==> src/rtl/bcd2bin_seq_pkg.sv <==
`default_nettype none
// ============================================================================
//  Module   : bcd2bin_seq_pkg
//  Purpose  : Shared definitions for the sequential BCD-to-binary converter:
//             FSM state encodings, BCD digit constants and a helper that
//             gives the minimum result width for a given digit count.
//  Ports    : none (package)
//  Revision : 1.0  initial release
// ============================================================================
package bcd2bin_seq_pkg;

  // Converter FSM state encodings
  localparam logic [1:0] ST_IDLE = 2'd0;
  localparam logic [1:0] ST_CONV = 2'd1;
  localparam logic [1:0] ST_DONE = 2'd2;

  // BCD digit constants
  localparam logic [3:0] BCD_MAX = 4'd9;
  localparam int         BCD_W   = 4;

  // Smallest result width that can hold 10**digits - 1
  function automatic int min_out_w(input int digits);
    longint unsigned lim;
    lim = 64'd1;
    for (int i = 0; i < digits; i++) begin
      lim = lim * 64'd10;
    end
    return $clog2(lim);
  endfunction

endpackage : bcd2bin_seq_pkg
`default_nettype wire

==> src/rtl/bcd2bin_seq_mac10.sv <==
`default_nettype none
// ============================================================================
//  Module   : bcd_mac10
//  Purpose  : Combinational multiply-by-ten-and-add step for BCD conversion.
//             acc_out = acc_in*10 + digit, built from two shifts and adds.
//             bad flags a nibble outside the legal BCD range 0..9.
//  Ports    : acc_in  [OUT_W-1:0] running accumulator
//             digit   [3:0]       current BCD nibble
//             acc_out [OUT_W-1:0] acc_in*10 + digit (truncated to OUT_W)
//             bad                 digit > 9
//  Revision : 1.0  initial release
// ============================================================================
module bcd_mac10
  import bcd2bin_seq_pkg::*;
#(
  parameter int OUT_W = 14
) (
  input  logic [OUT_W-1:0] acc_in,
  input  logic [3:0]       digit,
  output logic [OUT_W-1:0] acc_out,
  output logic             bad
);

  logic [OUT_W-1:0] w_x8;
  logic [OUT_W-1:0] w_x2;
  logic [OUT_W-1:0] w_digit_ext;

  // acc*10 = acc*8 + acc*2; bits shifted past OUT_W are dropped on purpose
  assign w_x8        = acc_in << 3;
  assign w_x2        = acc_in << 1;
  assign w_digit_ext = OUT_W'(digit);
  assign acc_out     = w_x8 + w_x2 + w_digit_ext;
  assign bad         = (digit > BCD_MAX);

endmodule : bcd_mac10
`default_nettype wire

==> src/rtl/bcd2bin_seq.sv <==
`default_nettype none
// ============================================================================
//  Module   : bcd2bin_seq
//  Purpose  : Sequential packed-BCD to binary converter, one digit per clock,
//             most significant digit first, with valid/ready on both sides.
//             Illegal nibbles (A-F) force the result to 0 and raise out_err.
//  Ports    : clk                     rising-edge clock
//             rst                     asynchronous active-high reset
//             in_valid / in_ready     input handshake
//             in_bcd  [4*DIGITS-1:0]  packed BCD word, digit DIGITS-1 is MS
//             out_valid / out_ready   output handshake, result held until taken
//             out_bin [OUT_W-1:0]     binary result (0 when out_err)
//             out_err                 a nibble of the word was > 9
//  Revision : 1.0  initial release
// ============================================================================
module bcd2bin_seq
  import bcd2bin_seq_pkg::*;
#(
  parameter int DIGITS = 4,
  parameter int OUT_W  = 14
) (
  input  logic                    clk,
  input  logic                    rst,
  input  logic                    in_valid,
  output logic                    in_ready,
  input  logic [BCD_W*DIGITS-1:0] in_bcd,
  output logic                    out_valid,
  input  logic                    out_ready,
  output logic [OUT_W-1:0]        out_bin,
  output logic                    out_err
);

  localparam int c_sr_w  = BCD_W * DIGITS;
  localparam int c_cnt_w = $clog2(DIGITS + 1);
  // Counter value reached once every digit has been folded into acc
  localparam logic [c_cnt_w-1:0] c_cnt_done = c_cnt_w'(DIGITS);

  generate
    if (DIGITS < 1) begin : g_digits_check
      $error("bcd2bin_seq: DIGITS must be at least 1");
    end
    if (OUT_W < min_out_w(DIGITS)) begin : g_out_w_check
      $error("bcd2bin_seq: OUT_W too narrow for 10**DIGITS-1");
    end
  endgenerate

  logic [1:0]         r_state;
  logic [1:0]         w_state_nxt;
  logic [c_sr_w-1:0]  r_shift;
  logic [OUT_W-1:0]   r_acc;
  logic [c_cnt_w-1:0] r_cnt;
  logic               r_err;

  logic               w_accept;
  logic [3:0]         w_digit;
  logic [OUT_W-1:0]   w_mac_acc;
  logic               w_bad;

  assign w_accept = in_valid & in_ready;
  assign w_digit  = r_shift[c_sr_w-1 -: BCD_W];

  bcd_mac10 #(
    .OUT_W (OUT_W)
  ) u_mac10 (
    .acc_in  (r_acc),
    .digit   (w_digit),
    .acc_out (w_mac_acc),
    .bad     (w_bad)
  );

  // --------------------------------------------------------------------------
  // State register
  // --------------------------------------------------------------------------
  always_ff @(posedge clk or posedge rst) begin
    if (rst) begin
      r_state <= ST_IDLE;
    end else begin
      r_state <= w_state_nxt;
    end
  end

  // --------------------------------------------------------------------------
  // Next-state logic
  // --------------------------------------------------------------------------
  always_comb begin
    w_state_nxt = r_state;
    case (r_state)
      ST_IDLE: begin
        if (in_valid) begin
          w_state_nxt = ST_CONV;
        end
      end
      ST_CONV: begin
        // One extra CONV cycle after the last digit lets the result settle
        // in acc before DONE presents it.
        if (r_cnt == c_cnt_done) begin
          w_state_nxt = ST_DONE;
        end
      end
      ST_DONE: begin
        if (out_ready) begin
          w_state_nxt = in_valid ? ST_CONV : ST_IDLE;
        end
      end
      default: w_state_nxt = ST_IDLE;
    endcase
  end

  // --------------------------------------------------------------------------
  // Output logic
  // --------------------------------------------------------------------------
  always_comb begin
    in_ready  = (r_state == ST_IDLE) | ((r_state == ST_DONE) & out_ready);
    out_valid = (r_state == ST_DONE);
    out_err   = (r_state == ST_DONE) & r_err;
    out_bin   = ((r_state == ST_DONE) && !r_err) ? r_acc : '0;
  end

  // --------------------------------------------------------------------------
  // Datapath: shift register, accumulator, digit counter, error flag
  // --------------------------------------------------------------------------
  always_ff @(posedge clk or posedge rst) begin
    if (rst) begin
      r_shift <= '0;
      r_acc   <= '0;
      r_cnt   <= '0;
      r_err   <= 1'b0;
    end else if (w_accept) begin
      r_shift <= in_bcd;
      r_acc   <= '0;
      r_cnt   <= '0;
      r_err   <= 1'b0;
    end else if ((r_state == ST_CONV) && (r_cnt != c_cnt_done)) begin
      r_acc   <= w_mac_acc;
      r_err   <= r_err | w_bad;
      r_shift <= r_shift << BCD_W;
      r_cnt   <= r_cnt + 1'b1;
    end
  end

endmodule : bcd2bin_seq
`default_nettype wire

==> config.mk <==
export PLATFORM = sky130hd
export DESIGN_NAME = bcd2bin_seq
export DESIGN_NICKNAME = d
export VERILOG_FILES = /design/src/rtl/bcd2bin_seq_pkg.sv /design/src/rtl/bcd2bin_seq_mac10.sv /design/src/rtl/bcd2bin_seq.sv
export SDC_FILE = /design/constraint.sdc
export NUM_CORES = 1
export LEC_CHECK = 0
export CAP_MARGIN = 0
export CORE_MARGIN = 1.5
export CORE_UTILIZATION = 40
export CTS_BUF_LIST = sky130_fd_sc_hd__clkbuf_8 sky130_fd_sc_hd__clkbuf_16
export DETAILED_ROUTE_END_ITERATION = 10
export PLACE_DENSITY_LB_ADDON = 0.05
export SYNTH_ARGS = -nofsm -noshare
export SYNTH_HDL_FRONTEND = slang
export SYNTH_SLANG_ARGS = --single-unit
==> constraint.sdc <==
create_clock -name clk -period 3.2 [get_ports clk]
set_input_delay 0.48 -clock clk [delete_from_list [all_inputs] [get_ports clk]]
set_output_delay 0.48 -clock clk [all_outputs]
set_load 0.01 [all_outputs]
==> reports/results.ini <==
[die]
die_w_um = 78.3
start_util_pct = 41.2
io_pins = 37
die_y_um = 78.3
dieArea_um2 = 6140
fp.coreArea_um2 = 5510
rows = 27

[grt]
grt_pass1_vias = 1725
overflow = 0
grt_max_degree = 37
grt_usage_pct = 18.6
antenna_found_initial = 0
grt_pass1_wl_mm = 8.76

[final_layout]
stdcell_count = 346
nets = 319
mostFrequentLayoutCells = clkdlybuf4s50_1 (36), dfrtp_1 (36), nand2_1 (30), inv_1 (24), ha_1 (24)
drive_gt1_share_pct = 6.93
syn2layout_area_growth_pct = 23.3
diodes = 0

[route]
drt_pass1_iterations = 4
ant_nets = 0
viasPerCell = 5.27
drtIter0Drc = 114
post_drt_wl_per_cell_um = 14.8
wirelength_mm = 5.11
dr_total_vias = 1825
drc = 0

[timing]
min_period_ns = 2.60
hold_viol_final = 0
drv_slew = 0
max_freq_mhz = 385
final.setup_skew_ns = 0.00699
fin_tns_setup_ns = 0
setup_viol = 0
relSlewSlack_pct = 39.4
rsz0062_at_grt = no
worst_pin_slew_ns = 0.909
period_share_pct = 81.1
fin_ws_ns = 0.603

[clock_tree]
cts_sinks = 36
post_cts_buffers = 0
cts-resized-gates = 0
ctsHtreeMaxLevel = 2
cts_tree = done
ctsHoldBuffers = 0
clock_latency_ns = 0.29
cts_buffer_depth = 2
numCtsBuffers = 5
clkTransAtPathRegs_ns = 0.07
clock-root-buffer = clkbuf_8

[setup_path]
path_class = reg2reg
rrSetupSlack_ns = 0.60
timing.rr.end = r_acc[12]
required_ns = 3.38
r2r-start = r_shift[15]
start_kind = register
ff2ff_path_depth = 9
endpoint_kind = register
worstPathArrival_ns = 2.78
crit_path_max_fanout = 3

[place]
port_buffers = 36
dp_cells = 338
dpl.hpwl_mm = 3.63
dp_slack_ns = 0.610
routabilityCongestion = 0.806

[worst_hold_path]
min_path_type = reg2reg
whs_endpoint = r_acc[13]
hold_depth = 2
min_from = r_acc[13]

[synthesis]
ys.flop_type = dfrtp_1
yosys-mux-area-fraction_pct = 0.441
synth-edff-count = 0
synthesis.area_um2 = 2270
ys_seq_area_share_pct = 39.7
synth_top_family_by_area = compound AO/OA/AOI/OAI gates
avgSynthCellArea_um2 = 9.50
syn_inst = 239
synth_cell_types = 41
syn-num-nets = 285
yosysWarnings = 0
synth_seq_cells = 36
synth_compound_area_share_pct = 21.2
synth-xor-area-share_pct = 3.86
synthAdderAreaFrac_pct = 15.0
ys_async_sr_fraction_pct = 100
synth-simple-area-share_pct = 13.2

[pwr]
finalPower_mw = 3.10
power.density_nw_per_um2 = 1110
p_leak_nw = 1.39
peakVddDrop_uv = 430

[status]
outcome = finished, final reports clean

[flow_run]
cap_violations = 0

==> cells by family (layout without fill, tap and decap cells) <==
logic type                 Yosys count  in the layout
AOI/OAI and AO/OA                   66             66
and+or+nand+nor                     63             63
buffers and inverters               37             72
DFF                                 36             36
adders and majority gates           26             26
xor gates and xnor gates            10             10
muxes                                1              1
==> metal layers <==
| layer | routed length, um | share of wire (%) | GRT usage (%) |
|---|---|---|---|
| met1 | 2710 | 53 | 28.1 |
| met4 | 68 | 1.3 | 6.43 |
| met3 | 203 | 4.0 | 3.60 |
| met2 | 2130 | 42 | 26.2 |
| met5 | 0 | 0 | 0 |
==> state kept, by name (all words and copies together) (netlist names) <==
| signal | cells |
|---|---|
| r_err | 1 |
| r_cnt | 3 |
| r_acc | 14 |
| r_state | 2 |
| r_shift | 16 |
==> layout make-up <==
| cell class | instances | area [um^2] |
|---|---|---|
| clock buffers | 5 | 68.8 |
| clock inverters | 3 | 42.5 |
| fillers | 538 | 2710 |
| inverters | 24 | 90.1 |
| multi-input cells | 166 | 1220 |
| flip-flops and latches | 36 | 901 |
| well taps | 72 | 90.1 |
| repair buffers | 40 | 390 |
==> critical path: stages (launching register included) <==
cell and delay (ns):
dfrtp_1 0.38, inv_1 0.07, fa_1 0.53, inv_1 0.07, fa_1 0.45, a21o_1 0.22
a311o_1 0.37, a21oi_1 0.16, xor2_1 0.17, o21ai_1 0.07
==> cells in the mapped netlist, drive strengths merged (3+ instances only) <==
| master | number | area, um^2 |
|---|---|---|
| dfrtp | 36 | 901 |
| ha | 24 | 300 |
| o21ai | 19 | 95.1 |
| nor2 | 5 | 18.8 |
| a21o | 5 | 38.8 |
| inv | 24 | 90.1 |
| xor2 | 6 | 52.6 |
| a222oi | 11 | 110 |
| a21oi | 14 | 73.8 |
| clkbuf | 7 | 26.3 |
| nand2 | 30 | 113 |
| and3 | 13 | 81.3 |
| nand3 | 3 | 15.0 |
| xnor2 | 4 | 35.0 |
| nand2b | 4 | 25.0 |
| buf | 6 | 36.3 |
| nor3 | 3 | 15.0 |
==> worst max-delay path by stage <==
stage | from | to | slack (ns) | depth (start not counted)
6_report | r_shift[15] | r_acc[12] | 0.60 | 9
2_1_floorplan | r_shift[15] | r_acc[10] | 0.73 | 9
3_5_place_dp | r_shift[15] | r_acc[10] | 0.61 | 9
3_3_place_gp | r_shift[15] | r_acc[12] | 0.64 | 9
5_1_grt | r_shift[15] | r_acc[12] | 0.46 | 9
4_1_cts | r_shift[15] | r_acc[12] | 0.59 | 9
==> power breakdown <==
| part | internal [mW] | leakage [nW] | switching, mW |
|---|---|---|---|
| sequential | 0.673 | 0.455 | 0.171 |
| clock | 0.231 | 0.0541 | 0.173 |
| combinational | 0.795 | 0.882 | 1.06 |
| total | 1.70 | 1.39 | 1.40 |
==> stage by stage <==
stage	hold WS [ns]	util (%)	area, um^2
floorplan	0.449	-	2270
global placement	0.464	48.8	2690
detailed placement	0.468	48.8	2690
CTS	0.486	50.9	2800
global route	0.523	50.9	2800
finish	0.478	50.9	2800
Power figures use the tool's default switching activity.
